--- config.mk ---
export PLATFORM = sky130hd
export DESIGN_NAME = alu_arbiter
export DESIGN_NICKNAME = d
export VERILOG_FILES = /design/src/rtl/alu_arbiter.sv
export SDC_FILE = /design/constraint.sdc
export NUM_CORES = 1
export LEC_CHECK = 0
export CAP_MARGIN = 15
export CELL_PAD_IN_SITES_DETAIL_PLACEMENT = 2
export CELL_PAD_IN_SITES_GLOBAL_PLACEMENT = 2
export CORE_AREA = 2 2 153 155
export CTS_CLUSTER_DIAMETER = 50
export DETAILED_ROUTE_END_ITERATION = 6
export DIE_AREA = 0 0 155 157
export PLACE_DENSITY_LB_ADDON = 0.1
export SYNTH_ARGS = -nofsm -noshare
export SYNTH_HDL_FRONTEND = slang
export SYNTH_SLANG_ARGS = --single-unit
--- constraint.sdc ---
create_clock -name clk -period 1.3 [get_ports clk]
set_input_delay 0.13 -clock clk [delete_from_list [all_inputs] [get_ports clk]]
set_output_delay 0.13 -clock clk [all_outputs]
set_load 0.1 [all_outputs]
--- src/rtl/alu_arbiter.sv ---
// alu_arbiter
//   Round-robin arbiter and issue controller for a shared 32-bit
//   combinational ALU. Two requesters are served over valid/ready
//   handshakes. The ALU result is captured into a one-entry response
//   register. Latency is one cycle and one operation can issue per cycle.
//
// Ports
//   clk, rst_n                   clock, asynchronous active-low reset
//   reqN_valid / reqN_ready      requester N handshake (N = 0, 1)
//   reqN_op, reqN_a, reqN_b      requester N opcode and operands
//   reqN_id                      requester N transaction tag
//   alu_r1, alu_r2, alu_sub      ALU operand and opcode drive
//   alu_enable                   ALU enable, high only while issuing
//   alu_sum, alu_overflow        ALU result and overflow flag
//   rsp_valid / rsp_ready        response handshake
//   rsp_src, rsp_id              issuing requester index and echoed tag
//   rsp_result, rsp_overflow     captured ALU result and overflow flag
//   ops_count                    issued-operation counter, wraps at 2^16
module alu_arbiter #(
  parameter int unsigned ID_W = 4
) (
  input  logic            clk,
  input  logic            rst_n,
  input  logic            req0_valid,
  output logic            req0_ready,
  input  logic [2:0]      req0_op,
  input  logic [31:0]     req0_a,
  input  logic [31:0]     req0_b,
  input  logic [ID_W-1:0] req0_id,
  input  logic            req1_valid,
  output logic            req1_ready,
  input  logic [2:0]      req1_op,
  input  logic [31:0]     req1_a,
  input  logic [31:0]     req1_b,
  input  logic [ID_W-1:0] req1_id,
  output logic [31:0]     alu_r1,
  output logic [31:0]     alu_r2,
  output logic [2:0]      alu_sub,
  output logic            alu_enable,
  input  logic [31:0]     alu_sum,
  input  logic            alu_overflow,
  output logic            rsp_valid,
  input  logic            rsp_ready,
  output logic            rsp_src,
  output logic [ID_W-1:0] rsp_id,
  output logic [31:0]     rsp_result,
  output logic            rsp_overflow,
  output logic [15:0]     ops_count
);

  logic last;
  logic can_issue;
  logic fire0;
  logic fire1;
  logic issue;

  // A port's ready looks only at the other port's valid: port 0 may take
  // the slot unless port 1 is also asking and port 0 went last, and vice
  // versa. When both are valid exactly one ready is high.
  always_comb begin
    can_issue  = !rsp_valid || rsp_ready;
    req0_ready = rst_n && can_issue && (!req1_valid || last);
    req1_ready = rst_n && can_issue && (!req0_valid || !last);
    fire0      = req0_valid && req0_ready;
    fire1      = req1_valid && req1_ready;
    issue      = fire0 || fire1;
  end

  // ALU inputs are forced to zero unless an operation is issuing.
  always_comb begin
    alu_enable = 1'b0;
    alu_r1     = '0;
    alu_r2     = '0;
    alu_sub    = '0;
    if (fire1) begin
      alu_enable = 1'b1;
      alu_r1     = req1_a;
      alu_r2     = req1_b;
      alu_sub    = req1_op;
    end else if (fire0) begin
      alu_enable = 1'b1;
      alu_r1     = req0_a;
      alu_r2     = req0_b;
      alu_sub    = req0_op;
    end
  end

  // Issue and drain can share an edge: the new result overwrites the
  // drained one and rsp_valid stays high.
  always_ff @(posedge clk or negedge rst_n) begin
    if (!rst_n) begin
      rsp_valid    <= 1'b0;
      rsp_result   <= '0;
      rsp_overflow <= 1'b0;
      rsp_id       <= '0;
      rsp_src      <= 1'b0;
      ops_count    <= '0;
      last         <= 1'b1;
    end else if (issue) begin
      rsp_valid    <= 1'b1;
      rsp_result   <= alu_sum;
      rsp_overflow <= alu_overflow;
      rsp_id       <= fire1 ? req1_id : req0_id;
      rsp_src      <= fire1;
      last         <= fire1;
      ops_count    <= ops_count + 16'd1;
    end else if (rsp_valid && rsp_ready) begin
      rsp_valid    <= 1'b0;
    end
  end

endmodule

Yosys cells after proc, flatten, opt, wreduce, memory -nomap -nowiden
Cells that the tools add are included.
Storage, ports and cells
  word-level logic and storage cells: 34
  input port bits: 180
  flip-flop bits (word level): 56
  output and inout bits: 125
Cells by class
  add/sub/neg operators: 1
  muxes and demuxes: 11
  reductions and logical operators: 15
Operators by type and width (count)
  32-bit 2-to-1 mux: 4
  16-bit by 1-bit adder with 16-bit output, second input constant: 1
  1-bit logical AND: 6
  3-bit 2-to-1 mux: 2
  1-bit zero test: 4
  1-bit logical OR: 4
  1-bit 2-to-1 mux: 4
  4-bit 2-to-1 mux: 1
  2-bit nonzero test: 1

Depth between registers and ports, before layout
  word-level depth: 7
  mapped depth: 7

Worst setup path after synthesis
Ideal clock, no wire load.
  path type: reg2out
  start: reg rsp_valid
  end: out req1_ready
  path slack: -1.504 ns
  required time: 1.170 ns
  arrival: 2.674 ns
  cell stages (with the launch flop): 5
  path buffers: 1
  cell sequence: dfrtp_1 nand2b_1 buf_4 nand2_2 a21oi_1
On the way
  cells in the longest elaborated chain, start to end: 4
Ends and longest elaborated chain
  from (decl): line 42  | output logic rsp_valid,
  from (signal assigned): line 92  | rsp_valid <= 1'b0;
  from (signal assigned): line 100  | rsp_valid <= 1'b1;
  from (signal assigned): line 108  | rsp_valid <= 1'b0;
  1-bit zero test: line 61  | can_issue = !rsp_valid || rsp_ready;
  1-bit logical OR: line 61
  1-bit logical AND (2 in series): line 63  | req1_ready = rst_n && can_issue && (!req0_valid || !last);
  to (decl): line 31  | output logic req1_ready,
No other way between the ends.

Worst setup path after layout
  start: reg last
  end: out alu_r2[30]
On the way
  cells in the longest elaborated chain, start to end: 5
  elaborated cells between the ends (all ways): 9
Ends and longest elaborated chain
  from (decl): line 51  | logic last;
  from (signal assigned): line 105  | last <= fire1;
  1-bit logical OR / 1-bit zero test (equally long branches): line 62, 63
  1-bit logical AND / 1-bit logical OR (equally long branches): line 62, 63
  1-bit logical AND, on equally long branches: line 64, 63
  32-bit 2-to-1 mux / 1-bit logical AND (equally long branches): line 80, 65
  32-bit 2-to-1 mux *: line 75  | if (fire1) begin
  to (decl): line 37  | output logic [31:0] alu_r2,
Mark *: on every way between the ends. The rest lies on a longest branch, timed or not.

==> impl_metrics.py <==
metrics = {
    "layout": {
        "syn2layout_area_growth_pct": 209,
        "nNetsFinal": 805,
        "drive_gt1_frac": 0.582,
        "n_fill_cell": 2146,
    },
    "sta": {
        "finalMaxSlewViolations": 0,
        "tightest_slew_ns": 0.395,
        "setup_viol": 126,
        "relSlewSlack": 0.736,
        "setup_tns_ns": -64.66,
        "fmax_mhz": 478,
        "finalHoldViolCount": 0,
        "skew_ns": 0.00482,
        "fin_crit_sh": 1.61,
        "rsz0062_at_grt": "yes",
        "setup_ws_ns": -0.791,
        "period_needed_ns": 2.09,
    },
    "power": {
        "ir_worst_vdd_mv": 0.883,
        "leakage_nw": 4.21,
        "power_density_nw_per_um2": 1340,
    },
    "status": {
        "outcome": "finished, violations left",
        "failed_checks": "setup timing",
    },
    "placed_design": {
        "gp_congestion": 0.714,
        "pre_cts_ws_ns": -0.654,
        "port_buffers": 304,
        "dp_hpwl_um": 15600,
    },
    "synthesis": {
        "syn_area_per_cell_um2": 12.0,
        "synth_nets": 440,
        "synthCells": 259,
        "syn_area_um2": 3110,
        "ys_ff_latch": 56,
        "ys_types": 33,
        "synthTopCellsByArea": "dfrtp_1 (44%), a22o_1 (19%), mux2_2 (9.8%)",
        "ys_warn_count": 0,
        "yosysSeqAreaShare": 0.451,
        "async_flop_share": 1.00,
        "synth_commonest_cells": "a22o_1 (67), dfrtp_1 (55), mux2_2 (27)",
        "synth.largest_area_cell": "dfrtp_1",
        "synth_edf_count": 0,
        "yosysMostFrequentCell": "a22o_1",
        "ys.flop_type": "dfrtp_1",
        "synth_top_area_share": 0.442,
    },
    "worst_setup_path": {
        "cp-start-kind": "register",
        "end_kind": "primary output",
        "critPathMaxFanout": 27,
        "rr_startpoint": "last",
        "critical_path_class": "register to primary output",
        "cp.required_ns": 1.17,
        "cp_common_cell": "buf_12",
        "path_cells": "buf_4 -> nand2_2 -> and4_4 -> buf_12 -> a22o_4 -> buf_12",
        "startpoint": "last",
        "cp_slowest_cell": "dfstp_2",
        "cp.arrival_ns": 1.96,
        "slowest_delay_ns": 0.57,
    },
    "clocking": {
        "h-tree-depth": 2,
        "clk_latency_ns": 0.30,
        "cts_tree": "done",
        "clk_pin_slew_ns": 0.08,
        "clockBufferDepth": 2,
        "cts_inserted_buffers": 5,
        "cts-root-buf": "clkbuf_16",
        "cts_sinks": 56,
    },
    "die": {
        "chipWidth_um": 155,
        "num_rows": 55,
        "initial_utilization": 0.138,
        "core_um2": 22500,
        "io_pins": 305,
        "die_area_um2": 24300,
        "die_h_um": 157,
    },
    "grt": {
        "grt_pass1_vias": 4424,
        "grt_max_degree": 29,
        "grt_usage": 0.156,
        "antenna_found_initial": 1,
        "grt-ovfl-total": 0,
        "grt_first_pass_wirelength_um": 28700,
    },
    "routing": {
        "dr.pass1.iters": 4,
        "drt.antenna.violating_nets": 0,
        "via_per_inst": 4.13,
        "routed-via-count": 3761,
        "wl_per_cell_um": 22.1,
        "routed_wl_um": 20100,
        "drc": 0,
        "drt_iter0_drc": 59,
    },
    "run": {
        "cap_violations": 0,
    },
    "hold_path": {
        "min-delay-path-class": "primary input to async pin",
    },
}
cells by family (layout without fill, tap and decap cells):
| logic type | count (synthesis) | count (layout) | synth area share |
|---|---|---|---|
| other cells | 0 | 1 | 0 |
| buf+inv | 24 | 389 | 0.0603 |
| fa+ha+maj | 1 | 1 | 0.00402 |
| xor+xnor | 15 | 15 | 0.0422 |
| mux | 34 | 34 | 0.131 |
| flops | 56 | 56 | 0.451 |
| simple gates | 53 | 54 | 0.108 |
| compound gates | 76 | 76 | 0.203 |
path summary, 6_finish.rpt:
path | to | cells past startpoint | slack [ns]
setup / recovery | alu_r2[30] | 6 | -0.79
hold / removal | ops_count[1] | 3 | 0.11
setup reg to reg | rsp_id[0] | 9 | -0.51
hold reg to reg | ops_count[15] | 1 | 0.54
max in group asynchronous | rsp_valid | 4 | 0.73
min in group clk | rsp_id[0] | 3 | 0.42
state kept, by name, summed over array words and instances, names as in the netlist:
register / cells
rsp_overflow: 1
rsp_id: 4
last: 1
rsp_src: 1
ops_count: 16
rsp_result: 32
rsp_valid: 1
power by group:
| part | internal [mW] | switching [mW] |
|---|---|---|
| logic | 3.65 | 5.28 |
| registers | 2.14 | 0.366 |
| clock network | 0.725 | 0.704 |
through the flow:
step                      area [um^2]  std cells  hold slack, ns  utilization  total power [mW]
after CTS                        9430        903           0.419        0.419              12.9
final                            9610        911           0.108        0.427              12.9
after detailed placement         8670        867           0.135        0.385              11.0
after floorplan                  3910        259          -0.166            -              7.42
after global routing             9610        910           0.153        0.427              13.3
after global placement           8670        867           0.125        0.385              10.9
final cells by class:
class / instances / area (um^2) / area share
clock inverters: 3 / 22.5 / 0.00234
clock buffers: 5 / 125 / 0.0130
repair buffers: 378 / 5260 / 0.547
flip-flops and latches: 56 / 1450 / 0.150
diodes: 1 / 2.50 / 0.000260
inverters: 3 / 15.0 / 0.00156
multi-input cells: 180 / 2390 / 0.249
well taps: 285 / 357 / 0.0371
layout by cell type (no fill, tap or decap), types with 3 or more instances in the layout:
| master | Yosys | routed |
|---|---|---|
| nor4_4 | 0 | 6 |
| buf_8 | 0 | 4 |
| dfrtp_4 | 0 | 9 |
| clkdlybuf4s50_1 | 0 | 176 |
| xor2_1 | 12 | 12 |
| nor3_4 | 0 | 3 |
| nand4_1 | 3 | 3 |
| mux2_2 | 27 | 25 |
| nor2_1 | 13 | 8 |
| dfrtp_1 | 55 | 39 |
| dfrtp_2 | 0 | 7 |
| buf_4 | 1 | 34 |
| buf_16 | 0 | 7 |
| nand2_2 | 1 | 3 |
| mux2_4 | 7 | 9 |
| clkbuf_16 | 0 | 7 |
| buf_12 | 0 | 137 |
| nand2_1 | 12 | 9 |
| nor2_4 | 0 | 4 |
| buf_6 | 11 | 14 |
| a21oi_2 | 0 | 4 |
| a22o_4 | 0 | 67 |
| a21oi_4 | 0 | 3 |
what timing repair did:
item                                   CTS  global route
setup endpoints to repair              126           126
pin swaps                               29            11
endpoints found under the hold margin   39             0
hold buffers                             1             0
buffers inserted                        22             6
cloned                                   7             3
gates resized for setup                 60            21
worst max-delay path, delay by kind of cell (launching register included):
kind	cells	cell delay (ns)
buf+inv	3	0.48
compound gates	1	0.28
flops	1	0.57
simple gates	2	0.31
per-layer routing:
| layer | vias to the layer above | GRT usage | part of all wire |
|---|---|---|---|
| met5 | - | 0 | 0 |
| met4 | 0 | 0.0212 | 0.0081 |
| met3 | 13 | 0.0669 | 0.10 |
| met2 | 187 | 0.290 | 0.53 |
| met1 | 1837 | 0.168 | 0.36 |
| li1 | 1724 | - | - |
(Power assumes the default switching activity.)
